**src/rtl/fibo_index.sv**
```systemverilog
// Inverse Fibonacci search: finds the smallest n with F(n) >= value, one step per clock.
// The result is reported with a one-cycle finish pulse and held until the next search completes.
module fibo_index #(
   parameter int WIDTH = 20,
   parameter int IDX_W = 5,
   parameter int MAX_N = 30
) (
   input  logic             clk,
   input  logic             reset,
   input  logic             start,
   input  logic [WIDTH-1:0] value,
   output logic             busy,
   output logic             finish,
   output logic [IDX_W-1:0] index,
   output logic             exact,
   output logic             overflow,
   output logic [WIDTH-1:0] fib_val
);

   typedef enum logic [1:0] {
      IDLE   = 2'd0,
      SEARCH = 2'd1,
      DONE   = 2'd2
   } state_t;

   localparam logic [IDX_W-1:0] LAST_N  = IDX_W'(MAX_N);
   localparam logic [IDX_W-1:0] OVF_IDX = IDX_W'(MAX_N + 1);

   state_t           state, state_nxt;
   logic [WIDTH-1:0] a;
   logic [WIDTH:0]   b;
   logic [IDX_W-1:0] n;
   logic [WIDTH-1:0] v;
   logic             hit;
   logic             at_max;

   assign hit    = (a >= v);
   assign at_max = (n == LAST_N);

   always_comb begin
      state_nxt = IDLE;
      busy      = 1'b0;
      finish    = 1'b0;
      case (state)
         IDLE: begin
            state_nxt = start ? SEARCH : IDLE;
         end
         SEARCH: begin
            busy      = 1'b1;
            state_nxt = (hit || at_max) ? DONE : SEARCH;
         end
         DONE: begin
            busy      = 1'b1;
            finish    = 1'b1;
            state_nxt = IDLE;
         end
         default: state_nxt = IDLE;
      endcase
   end

   always_ff @(posedge clk or posedge reset) begin
      if (reset) begin
         state <= IDLE;
      end else begin
         state <= state_nxt;
      end
   end

   // Search datapath; b carries one extra bit so F(MAX_N+1) never wraps.
   always_ff @(posedge clk or posedge reset) begin
      if (reset) begin
         a <= '0;
         b <= '0;
         n <= '0;
         v <= '0;
      end else if (state == IDLE && start) begin
         v <= value;
         a <= '0;
         b <= (WIDTH+1)'(1);
         n <= '0;
      end else if (state == SEARCH && !hit && !at_max) begin
         a <= b[WIDTH-1:0];
         b <= {1'b0, a} + b;
         n <= n + 1'b1;
      end
   end

   // Result registers change only on the SEARCH->DONE transition.
   always_ff @(posedge clk or posedge reset) begin
      if (reset) begin
         index    <= '0;
         exact    <= 1'b0;
         overflow <= 1'b0;
         fib_val  <= '0;
      end else if (state == SEARCH) begin
         if (hit) begin
            index    <= n;
            fib_val  <= a;
            exact    <= (a == v);
            overflow <= 1'b0;
         end else if (at_max) begin
            index    <= OVF_IDX;
            fib_val  <= '1;
            exact    <= 1'b0;
            overflow <= 1'b1;
         end
      end
   end

endmodule

```
**config.mk**
```make
export PLATFORM = sky130hd
export DESIGN_NAME = fibo_index
export DESIGN_NICKNAME = d
export VERILOG_FILES = /design/src/rtl/fibo_index.sv
export SDC_FILE = /design/constraint.sdc
export NUM_CORES = 1
export LEC_CHECK = 0
export CORE_MARGIN = 2
export CORE_UTILIZATION = 35
export CTS_CLUSTER_DIAMETER = 120
export DETAILED_ROUTE_END_ITERATION = 7
export PLACE_DENSITY = 0.61
export SLEW_MARGIN = 5
export SYNTH_ARGS = -nofsm -noshare
export SYNTH_HDL_FRONTEND = slang
export SYNTH_SLANG_ARGS = --single-unit
```
**constraint.sdc**
```tcl
create_clock -name clk -period 3.21 [get_ports clk]
set_clock_uncertainty 0.15 [all_clocks]
set_input_delay 0.4815 -clock clk [delete_from_list [all_inputs] [get_ports clk]]
set_output_delay 0.4815 -clock clk [all_outputs]
set_load 0.005 [all_outputs]
```
-- Word level (Yosys, flattened, before mapping)
Index checks and enable logic that the tools add are counted.
- word-level logic and storage cells: 46
- flip-flop bits (word level): 95
- reductions and logical operators: 11
- order comparisons: 1
- add/sub/neg operators: 2
- equal/unequal tests: 4
- muxes and demuxes: 19
- operator list (operator ; count):
    $mux W20 ; 4
    $mux W21 ; 2
    $add A20 B21 Y21 ; 1
    $eq A20 B20 Y1 ; 1
    $ge A20 B20 Y1 ; 1
    $mux W5 ; 4
    $mux W1 ; 7
    $add A5 B1 Y5 const B ; 1
    $eq A5 B5 Y1 const B ; 1
    $pmux W2 S2 ; 1
    $reduce_bool A2 Y1 ; 2
    $logic_and A1 B1 Y1 ; 3
    $eq A2 B1 Y1 const B ; 1
    $eq A2 B2 Y1 const B ; 1
    $logic_not A1 Y1 ; 2
    $logic_not A2 Y1 ; 1
    $mux W2 ; 1
    $reduce_and A2 Y1 ; 1
    $reduce_or A2 Y1 ; 1
    $logic_or A1 B1 Y1 ; 1

-- Depth between registers and ports, before layout
Gate-level depths: netlist of run 1.
- depth after elaboration: 6
- gate-level depth with buffers: 12
- mapped depth without buffers: 10

-- Least setup slack after synthesis of run 1
No wires, ideal clock.
- path kind: register -> register
- start: register a[0]
- end: register b[18]
- path slack: 0.450 ns
- data required time: 2.956 ns
- library setup time: 0.104 ns
- stages on the path, launching flop included: 11
- arrival: 2.506 ns
- cell sequence: dfrtp_1 > inv_1 > ha_1 > nand2b_4 > a2111oi_2 > nor4_1 > a211o_1 > or3_4 > buf_6 > or3_1 > o311ai_1
- cells in the longest elaborated chain, start to end: 5
- elaborated cells between the ends (all ways): 8
- classes of those cells: 1 x add/sub; 1 x order compare; 2 x mux; 4 x reduce/logical
- ends and longest elaborated chain (element ; line ; RTL):
    from (decl) ; 30 ; logic [WIDTH-1:0] a;
    from (signal assigned) ; 82 ; a <= b[WIDTH-1:0];
    $ge A20 B20 Y1 ; 37 ; assign hit = (a >= v);
    $logic_not A1 Y1 ; 81 ; end else if (state == SEARCH && !hit && !at_max) begin
    $logic_and A1 B1 Y1 (2 in series) ; 81 ;
    $reduce_bool A2 Y1 (no source line) ; - ;
    to (signal assigned) ; 79 ; b <= (WIDTH+1)'(1);
    to (signal assigned) ; 83 ; b <= {1'b0, a} + b;
    to (decl) ; 31 ; logic [WIDTH:0] b;
Several ways; a longest one is shown, not always the timed one. The select of a mux whose other input is x is not followed.
A chain may end at the register's enable or synchronous reset.

-- Final worst setup path of run 1
- start: register a[17]
- end: register exact
- cells in the longest elaborated chain, start to end: 3
- elaborated cells between the ends (all ways): 5
- classes of those cells: 1 x order compare; 1 x eq/ne; 1 x mux; 2 x reduce/logical
- ends and longest elaborated chain (element ; line ; RTL):
    $ge A20 B20 Y1 ; 37 ;
    $reduce_bool A2 Y1 (no source line) ; - ;
    $reduce_and A2 Y1 (no source line) ; - ;
    to (signal assigned) ; 99 ; exact <= (a == v);
    to (decl) ; 15 ; output logic exact,
Several ways; a longest one is shown, not always the timed one.

==> impl_metrics.ini, run 1 <==
[sta]
slew-limit-headroom = 0.670
rsz0062_at_grt = false
setup_viol = 0
fin_crit_sh = 0.952
holdWs_ns = 0.354
slew_viol_final = 0
tightest_slew_ns = 0.495
min_period_ns = 3.06
finalHoldViolCount = 0
fmax_mhz = 327

[detailed_routing]
highest_layer = met4
first_iter_violations = 202
met1Wirelength_mm = 5.48
post-route-drc-count = 0
routed-wl-met2_mm = 5.24
wl_per_cell_um = 15.0
via_per_inst = 5.03
drtAntennaViolNets = 0
first_pass_iters = 4
wl_mm = 11.2
wl_met3_um = 309
num_vias = 3750

[logic_synthesis]
yosysSeqAreaShare = 0.471
yosys_warnings = 0
syn_avg_cell_area_um2 = 10.3
synth_cell_types = 48
async_flop_share = 1.00
synth-main-ff-cell = dfrtp_1
synth_seq_cells = 94
synth-edff-count = 0
syn_area_mm2 = 0.00499
synthCells = 483
syn-num-nets = 551

[grt]
grt_max_degree = 95
grt_pass1_wl_mm = 18.8
antenna_found_initial = 0
grt_use_total = 0.158
grt_pass1_vias = 3834
overflow = 0

[setup_path]
crit_family = simple AND/OR/NAND/NOR gates
cp.arrival_ns = 3.13
path_max_fanout = 7
ff2ff_setup_slack_ns = 0.15
cp-start-kind = register
crit_slowest_cell = or4_4
end_kind = register
critical_path_class = reg -> reg
slowest_delay_ns = 0.60
r2r-end = exact
worstSetupStartpoint = a[17]
crit_buf_inv = 1
cp.required_ns = 3.28
critical_path.cell_chain = ha_1, nand4_1, or4_4, nor4_2, a211o_1, buf_4, nor2_1, a21oi_4, mux2_2
r2r_start = a[17]
r2r_cells = 9

[cells_and_area]
area_delta_synth_final_pct = 25.8
drive_above_1_share = 0.117
fill_cells = 1281
nets = 629
antennaDiodeCount = 0

[pwr]
power.total_mw = 7.05
vdd_ir_drop_max_uv = 461
power_density_mw_per_mm2 = 1120
p_leak_nw = 3.08

[clock_tree]
clkSlewWorstSetupHoldPaths_ns = 0.07
cts_buffers = 9
cts_sinks = 94
ctsHtreeMaxLevel = 3
clk_latency_ns = 0.34
clk_path_buf_depth = 2
cts.root.buffer_cell = clkbuf_16
cts_tree = done

[die]
die_width_um = 123
core-area_mm2 = 0.0139
die-area_mm2 = 0.0152
initial_utilization = 0.360
chipHeight_um = 123
rows = 43
io_pins = 52

[place]
gp_congestion = 0.852
portBuffers = 51
dp.final_hpwl_mm = 7.80

[job]
drv_cap = 0

[min_path]
hp-start = overflow
worstHoldPathCells = 1
hp-class = reg -> reg
hold_path_end = overflow

[outcome]
status = finished, final reports clean
## worst reg2reg max path: stages (launching register included)
cell and delay [ns]:
dfrtp_1 0.39, ha_1 0.31, nand4_1 0.19, or4_4 0.60
nor4_2 0.30, a211o_1 0.16, buf_4 0.14, nor2_1 0.07
a21oi_4 0.27, mux2_2 0.36
## metal layers
layer,vias up,track usage
met2,56,0.254
met1,1824,0.215
met3,11,0.0314
met5,-,0
li1,1859,-
met4,0,0.0497
## cell usage after synthesis, types with 4 or more instances
| library cell | instances | area share |
|---|---|---|
| dfrtp_1 | 94 | 0.47 |
| ha_1 | 44 | 0.11 |
| o22a_1 | 25 | 0.044 |
| buf_4 | 4 | 0.0060 |
| o21ai_0 | 25 | 0.025 |
| mux2i_1 | 31 | 0.062 |
| nor2_1 | 51 | 0.038 |
| inv_1 | 29 | 0.022 |
| xor2_1 | 9 | 0.016 |
| nand4_1 | 12 | 0.015 |
| a21oi_1 | 27 | 0.027 |
| nand2_1 | 45 | 0.034 |
| a21o_1 | 13 | 0.020 |
| xnor2_1 | 10 | 0.018 |
| clkbuf_1 | 12 | 0.0090 |
| nor3_1 | 4 | 0.0040 |
## how the worst max path moves through the flow
stage / endpoint / cells after the start
final: exact / 9
after global routing: b[16] / 11
after CTS: fib_val[12] / 10
after detailed placement: b[6] / 10
after global placement: b[7] / 10
after floorplan: a[0] / 1
## registers in the layout, indices dropped and copies added (netlist names)
register	count
index	5
fib_val	20
b	20
state	2
n	5
v	20
a	20
exact	1
overflow	1
## cell type report
class | count | area, um^2 | area share
Clock buffer | 14 | 284 | 0.0452
Inverter | 29 | 110 | 0.0175
Multi-Input combinational cell | 341 | 2480 | 0.395
Timing Repair Buffer | 86 | 790 | 0.126
Tap cell | 180 | 225 | 0.0358
Clock inverter | 2 | 37.5 | 0.00597
Sequential cell | 94 | 2350 | 0.374
## layout by cell type (no fill, tap or decap), types with 9 or more instances in the layout
| cell type | instances |
|---|---|
| a21o_1 | 13 |
| a21oi_1 | 27 |
| buf_4 | 33 |
| clkbuf_16 | 9 |
| clkdlybuf4s50_1 | 51 |
| dfrtp_1 | 94 |
| ha_1 | 44 |
| inv_1 | 28 |
| mux2i_1 | 31 |
| nand2_1 | 45 |
| nand4_1 | 12 |
| nor2_1 | 51 |
| o21ai_0 | 25 |
| o22a_1 | 25 |
| xnor2_1 | 10 |
| xor2_1 | 9 |
## report_power, final
group / internal [mW] / leakage, nW / switching [mW]
Clock: 0.690 / 0.155 / 0.453
Combinational: 1.92 / 1.75 / 1.96
Sequential: 1.71 / 1.18 / 0.312
## through the flow
| step | utilization | setup slack (ns) | setup TNS [ns] | area, um^2 | std cells |
|---|---|---|---|---|---|
| 2_1_floorplan | - | 0.130 | 0 | 4990 | 483 |
| 3_3_place_gp | 0.422 | 0.0518 | 0 | 5850 | 721 |
| 3_5_place_dp | 0.422 | -0.0980 | -0.926 | 5850 | 721 |
| 4_1_cts | 0.445 | 0.0143 | 0 | 6180 | 737 |
| 5_1_grt | 0.453 | 0.0142 | 0 | 6280 | 746 |
| 6_report | 0.453 | 0.154 | 0 | 6280 | 746 |
## cell families (layout without fill, tap and decap cells)
kind of cell,Yosys count,count (layout),synth area share
DFF,94,94,0.471
muxes,32,32,0.0644
adders and majority gates,45,45,0.114
AOI/OAI and AO/OA,116,116,0.161
and+or+nand+nor,128,129,0.114
buffers and inverters,49,131,0.0421
xor gates and xnor gates,19,19,0.0333
## timing repair
action,CTS,global route
hold buffers,0,0
gates cloned,0,1
setup endpoints to repair,15,46
setup buffers,0,8
pin swaps,0,4
gates resized for setup,1,5
(Power assumes the default switching activity.)
==> inputs of run 2 (changes only) <==
==> constraint.sdc (replaced) <==
create_clock -name clk -period 3.21 [get_ports clk]
set_clock_uncertainty 0.15 [all_clocks]
set_input_delay 0.4815 -clock clk [delete_from_list [all_inputs] [get_ports clk]]
set_output_delay 0.4815 -clock clk [all_outputs]
set_load 0.1 [all_outputs]
==> run 2 against run 1 <==
Critical path depth did not move. First-iteration DRC count rose by 42%. Via count fell by 0.16%.
==> impl_metrics.ini, run 2 (synthesis gave the netlist of run 1 again) <==
[cells_and_area]
fill_cells = 1344
post_layout_nonfiller_instances = 736
antennaDiodeCount = 0
seq_area_mm2 = 0.00235
multi_input_area_mm2 = 0.00247
drive_above_1_share = 0.151
area_delta_synth_final_pct = 22.0
final_common_cell = dfrtp_1
nets = 620
layout_common_cells = dfrtp_1, buf_4, nor2_1, nand2_1, ha_1

[place]
gp_congestion = 0.881
dp.cells = 717
portBuffers = 51
dp.final_hpwl_mm = 7.91

[detailed_routing]
met1Wirelength_mm = 5.34
highest_layer = met4
first_pass_iters = 4
drtAntennaViolNets = 0
via_per_inst = 5.09
num_vias = 3744
post-route-drc-count = 0
first_iter_violations = 286
wl_per_cell_um = 15.2
wl_met3_um = 395
wl_mm = 11.2
routed-wl-met2_mm = 5.18

[sta]
tightest_slew_ns = 0.504
fmax_mhz = 326
finalHoldViolCount = 0
slew_viol_final = 0
min_period_ns = 3.07
rsz0062_at_grt = false
fin_crit_sh = 0.957
setup_viol = 0
slew-limit-headroom = 0.664

[clock_tree]
cts_buffers = 9
cts_tree = done
clkSlewWorstSetupHoldPaths_ns = 0.06
cts.root.buffer_cell = clkbuf_16
ctsHtreeMaxLevel = 3
cts_sinks = 94
clk_path_buf_depth = 2
clk_latency_ns = 0.34

[grt]
grt_pass1_vias = 3756
grt_max_degree = 95
grt_pass1_wl_mm = 18.5
grt_use_total = 0.158
antenna_found_initial = 0
overflow = 0

[die]
die-area_mm2 = 0.0152
rows = 43
io_pins = 52
chipHeight_um = 123
initial_utilization = 0.360
core-area_mm2 = 0.0139
die_width_um = 123

[setup_path]
crit_buf_inv = 1
cp.required_ns = 3.29
critical_path_class = reg -> reg
cp.arrival_ns = 3.15
crit_family = simple AND/OR/NAND/NOR gates
crit_slowest_cell = or4_4
cp-start-kind = register
slowest_delay_ns = 0.58
end_kind = register
critical_path.cell_chain = ha_1, nand4_1, or4_4, nor4_2, a211o_1, buf_4, nor2_1, a21oi_4, mux2_2
path_max_fanout = 6

[outcome]
status = finished, final reports clean

[min_path]
hp-class = reg -> reg

[job]
drv_cap = 0
[run 2: cell types whose count changed in the layout (fill, tap and decap cells not counted), moves of 2 or more]
| cell | previous run | this run |
|---|---|---|
| clkbuf_8 | 4 | 2 |
| clkdlybuf4s50_1 | 51 | 22 |
| buf_4 | 33 | 52 |
| clkbuf_1 | 1 | 3 |
[run 2: final timing paths]
path                          start    endpoint  slack (ns)  cells past startpoint
hold reg to reg            overflow    overflow        0.34                      1
setup reg to reg               a[7]       exact        0.14                      9
setup / recovery               a[7]       exact        0.14                      9
min in group asynchronous     reset  fib_val[1]        0.42                      3
hold / removal             overflow    overflow        0.34                      1
max in group asynchronous     reset        a[7]        2.09                      3
[run 2: layer usage]
metal,vias to the layer above,global-route usage
met2,58,0.255
met4,0,0.0803
met5,-,0
met3,17,0.0277
met1,1822,0.204
li1,1847,-
[run 2: through the flow]
| step | area [um^2] | hold slack [ns] | TNS, ns | worst slack [ns] | utilization |
|---|---|---|---|---|---|
| 6_report | 6090 | 0.338 | 0 | 0.138 | 0.439 |
| 2_1_floorplan | 4990 | 0.300 | 0 | 0.130 | - |
| 3_5_place_dp | 5760 | 0.326 | 0 | 0.0131 | 0.415 |
| 3_3_place_gp | 5760 | 0.319 | 0 | 0.113 | 0.415 |
| 4_1_cts | 6030 | 0.342 | -0.00786 | -0.00786 | 0.435 |
| 5_1_grt | 6090 | 0.372 | 0 | 0.00669 | 0.439 |
[run 2: area by class of cell]
cell class | instances | area share
Clock buffer | 14 | 0.0433
Timing Repair Buffer | 77 | 0.109
Inverter | 29 | 0.0181
Tap cell | 180 | 0.0370
Sequential cell | 94 | 0.386
Clock inverter | 1 | 0.000822
Multi-Input combinational cell | 341 | 0.406
[run 2: worst reg2reg max path, delay by kind of cell (launching register included)]
family          cells  cell delay [ns]
simple gates        4             1.07
compound gates      2             0.45
flops               1             0.44
mux                 1             0.36
fa+ha+maj           1             0.33
buf+inv             1             0.15
[run 2: repair_timing]
action                                 in CTS  in global routing
setup endpoints to repair                   1                 58
endpoints found under the hold margin       0                  0
hold buffers                                0                  0
resized for setup                           0                  6
pin swaps                                   0                  7
cloned                                      0                  1
buffers inserted                            0                  3
Power of run 2 is left out: the tool's default activity adds up to more than one toggle a clock period on the data nets, which glitch-free logic cannot reach.
==> inputs of run 3 (changes only) <==
--- a/config.mk
+++ b/config.mk
@@ -10,6 +10,7 @@
 export CTS_CLUSTER_DIAMETER = 120
 export DETAILED_ROUTE_END_ITERATION = 7
 export PLACE_DENSITY = 0.61
+export REMOVE_ABC_BUFFERS = 1
 export SLEW_MARGIN = 5
 export SYNTH_ARGS = -nofsm -noshare
 export SYNTH_HDL_FRONTEND = slang
==> run 3 against run 2 <==
First-iteration DRC count shrank 26%. Worst hold slack better by 0.0034 ns. Non-clock buffer count is the same. Maximum frequency is 1.8% lower. Clock-buffer cell count did not move. Sequential share of layout area decreased by 0.14 points. Die area did not move. Core utilization grew 0.14 points. Largest cell class unchanged.
==> impl_metrics.ini, run 3 (synthesis gave the netlist of run 1 again) <==
[cells_and_area]
area_delta_synth_final_pct = 22.4
final_common_cell = dfrtp_1
post_layout_nonfiller_instances = 736
nets = 620
multi_input_area_mm2 = 0.00247
drive_above_1_share = 0.149
fill_cells = 1369
seq_area_mm2 = 0.00235
post-route-cell-area_mm2 = 0.00611
antennaDiodeCount = 0
layout_common_cells = dfrtp_1, nor2_1, buf_4, nand2_1, ha_1

[setup_path]
cp.arrival_ns = 3.22
end_kind = register
critical_path_class = reg -> reg
path_max_fanout = 10
worstSetupStartpoint = a[0]
cp-start-kind = register
cp.required_ns = 3.31
r2r_start = a[0]

[clock_tree]
cts_sinks = 94
ctsHtreeMaxLevel = 3
cts_buffers = 9
cts_tree = done
cts.root.buffer_cell = clkbuf_16
cts_hold_buf = 0
clkSlewWorstSetupHoldPaths_ns = 0.06
clk_latency_ns = 0.35
clk_path_buf_depth = 2

[detailed_routing]
num_vias = 3752
first_iter_violations = 212
via_per_inst = 5.10
wl_mm = 11.3
drtAntennaViolNets = 0
wl_per_cell_um = 15.3
post-route-drc-count = 0
first_pass_iters = 5

[grt]
antenna_found_initial = 0
grt_max_degree = 66
overflow = 0
grt_pass1_wl_mm = 19.2
grt_pass1_vias = 3855
grt_use_total = 0.165

[die]
initial_utilization = 0.360
io_pins = 52
core-area_mm2 = 0.0139
chipHeight_um = 123
die_width_um = 123
rows = 43
die-area_mm2 = 0.0152

[place]
dpl_cell_area_mm2 = 0.00579
pre_cts_slack_ns = -0.230
gp_congestion = 0.851
portBuffers = 51
dp.cells = 719
dp.final_hpwl_mm = 7.89

[min_path]
hp-class = in -> async

[sta]
min_period_ns = 3.13
tightest_slew_ns = 0.632
slew_viol_final = 0
setup_slack_ns = 0.0821
finalSetupTns_ns = 0
setup_viol = 0
slew-limit-headroom = 0.577
finalHoldViolCount = 0
fin_crit_sh = 0.974
fmax_mhz = 320

[job]
drv_cap = 0

[outcome]
status = finished, final reports clean
## run 3: critical path, stage by stage (launching register included)
cell and delay [ns]:
dfrtp_1 0.35, inv_1 0.05, ha_1 0.31, nand2b_4 0.15
a2111oi_2 0.40, nor4_2 0.10, a211o_1 0.29, buf_4 0.17
or3_4 0.49, o41a_1 0.45, o311ai_1 0.09
## run 3: routing by layer
metal | up-vias | routed length [um] | global-route usage
met5 | - | 0 | 0
met2 | 91 | 5080 | 0.262
met4 | 0 | 205 | 0.0625
met3 | 18 | 553 | 0.0351
li1 | 1853 | - | -
met1 | 1790 | 5420 | 0.222
## run 3: what timing repair did
| item | CTS | global route |
|---|---|---|
| pin swaps | 2 | 3 |
| gates resized for setup | 4 | 3 |
| buffers inserted | 0 | 1 |
| setup endpoints to repair | 46 | 44 |
| cloned | 1 | 0 |
## run 3: layout make-up
type / instances / share of cell area
clock buffer: 14 / 0.0432
clock inverter: 1 / 0.000819
inverter: 29 / 0.0180
multi-input combinational: 341 / 0.405
sequential: 94 / 0.385
tap: 180 / 0.0369
timing repair buffer: 77 / 0.111
## run 3: metrics by stage
| stage | util | hold WS, ns |
|---|---|---|
| after floorplan | - | 0.300 |
| after global placement | 0.417 | 0.321 |
| after detailed placement | 0.417 | 0.346 |
| after CTS | 0.439 | 0.354 |
| after global routing | 0.440 | 0.386 |
| final | 0.440 | 0.342 |
## run 3: final timing paths
path	endpoint	slack, ns	depth (start not counted)
max reg2reg	b[18]	0.08	10
min	fib_val[3]	0.34	2
max	b[18]	0.08	10
max in group asynchronous	v[5]	1.82	3
min in group clk	v[0]	0.36	2
min reg2reg	v[0]	0.36	2
Power of run 3 is left out for the same reason.
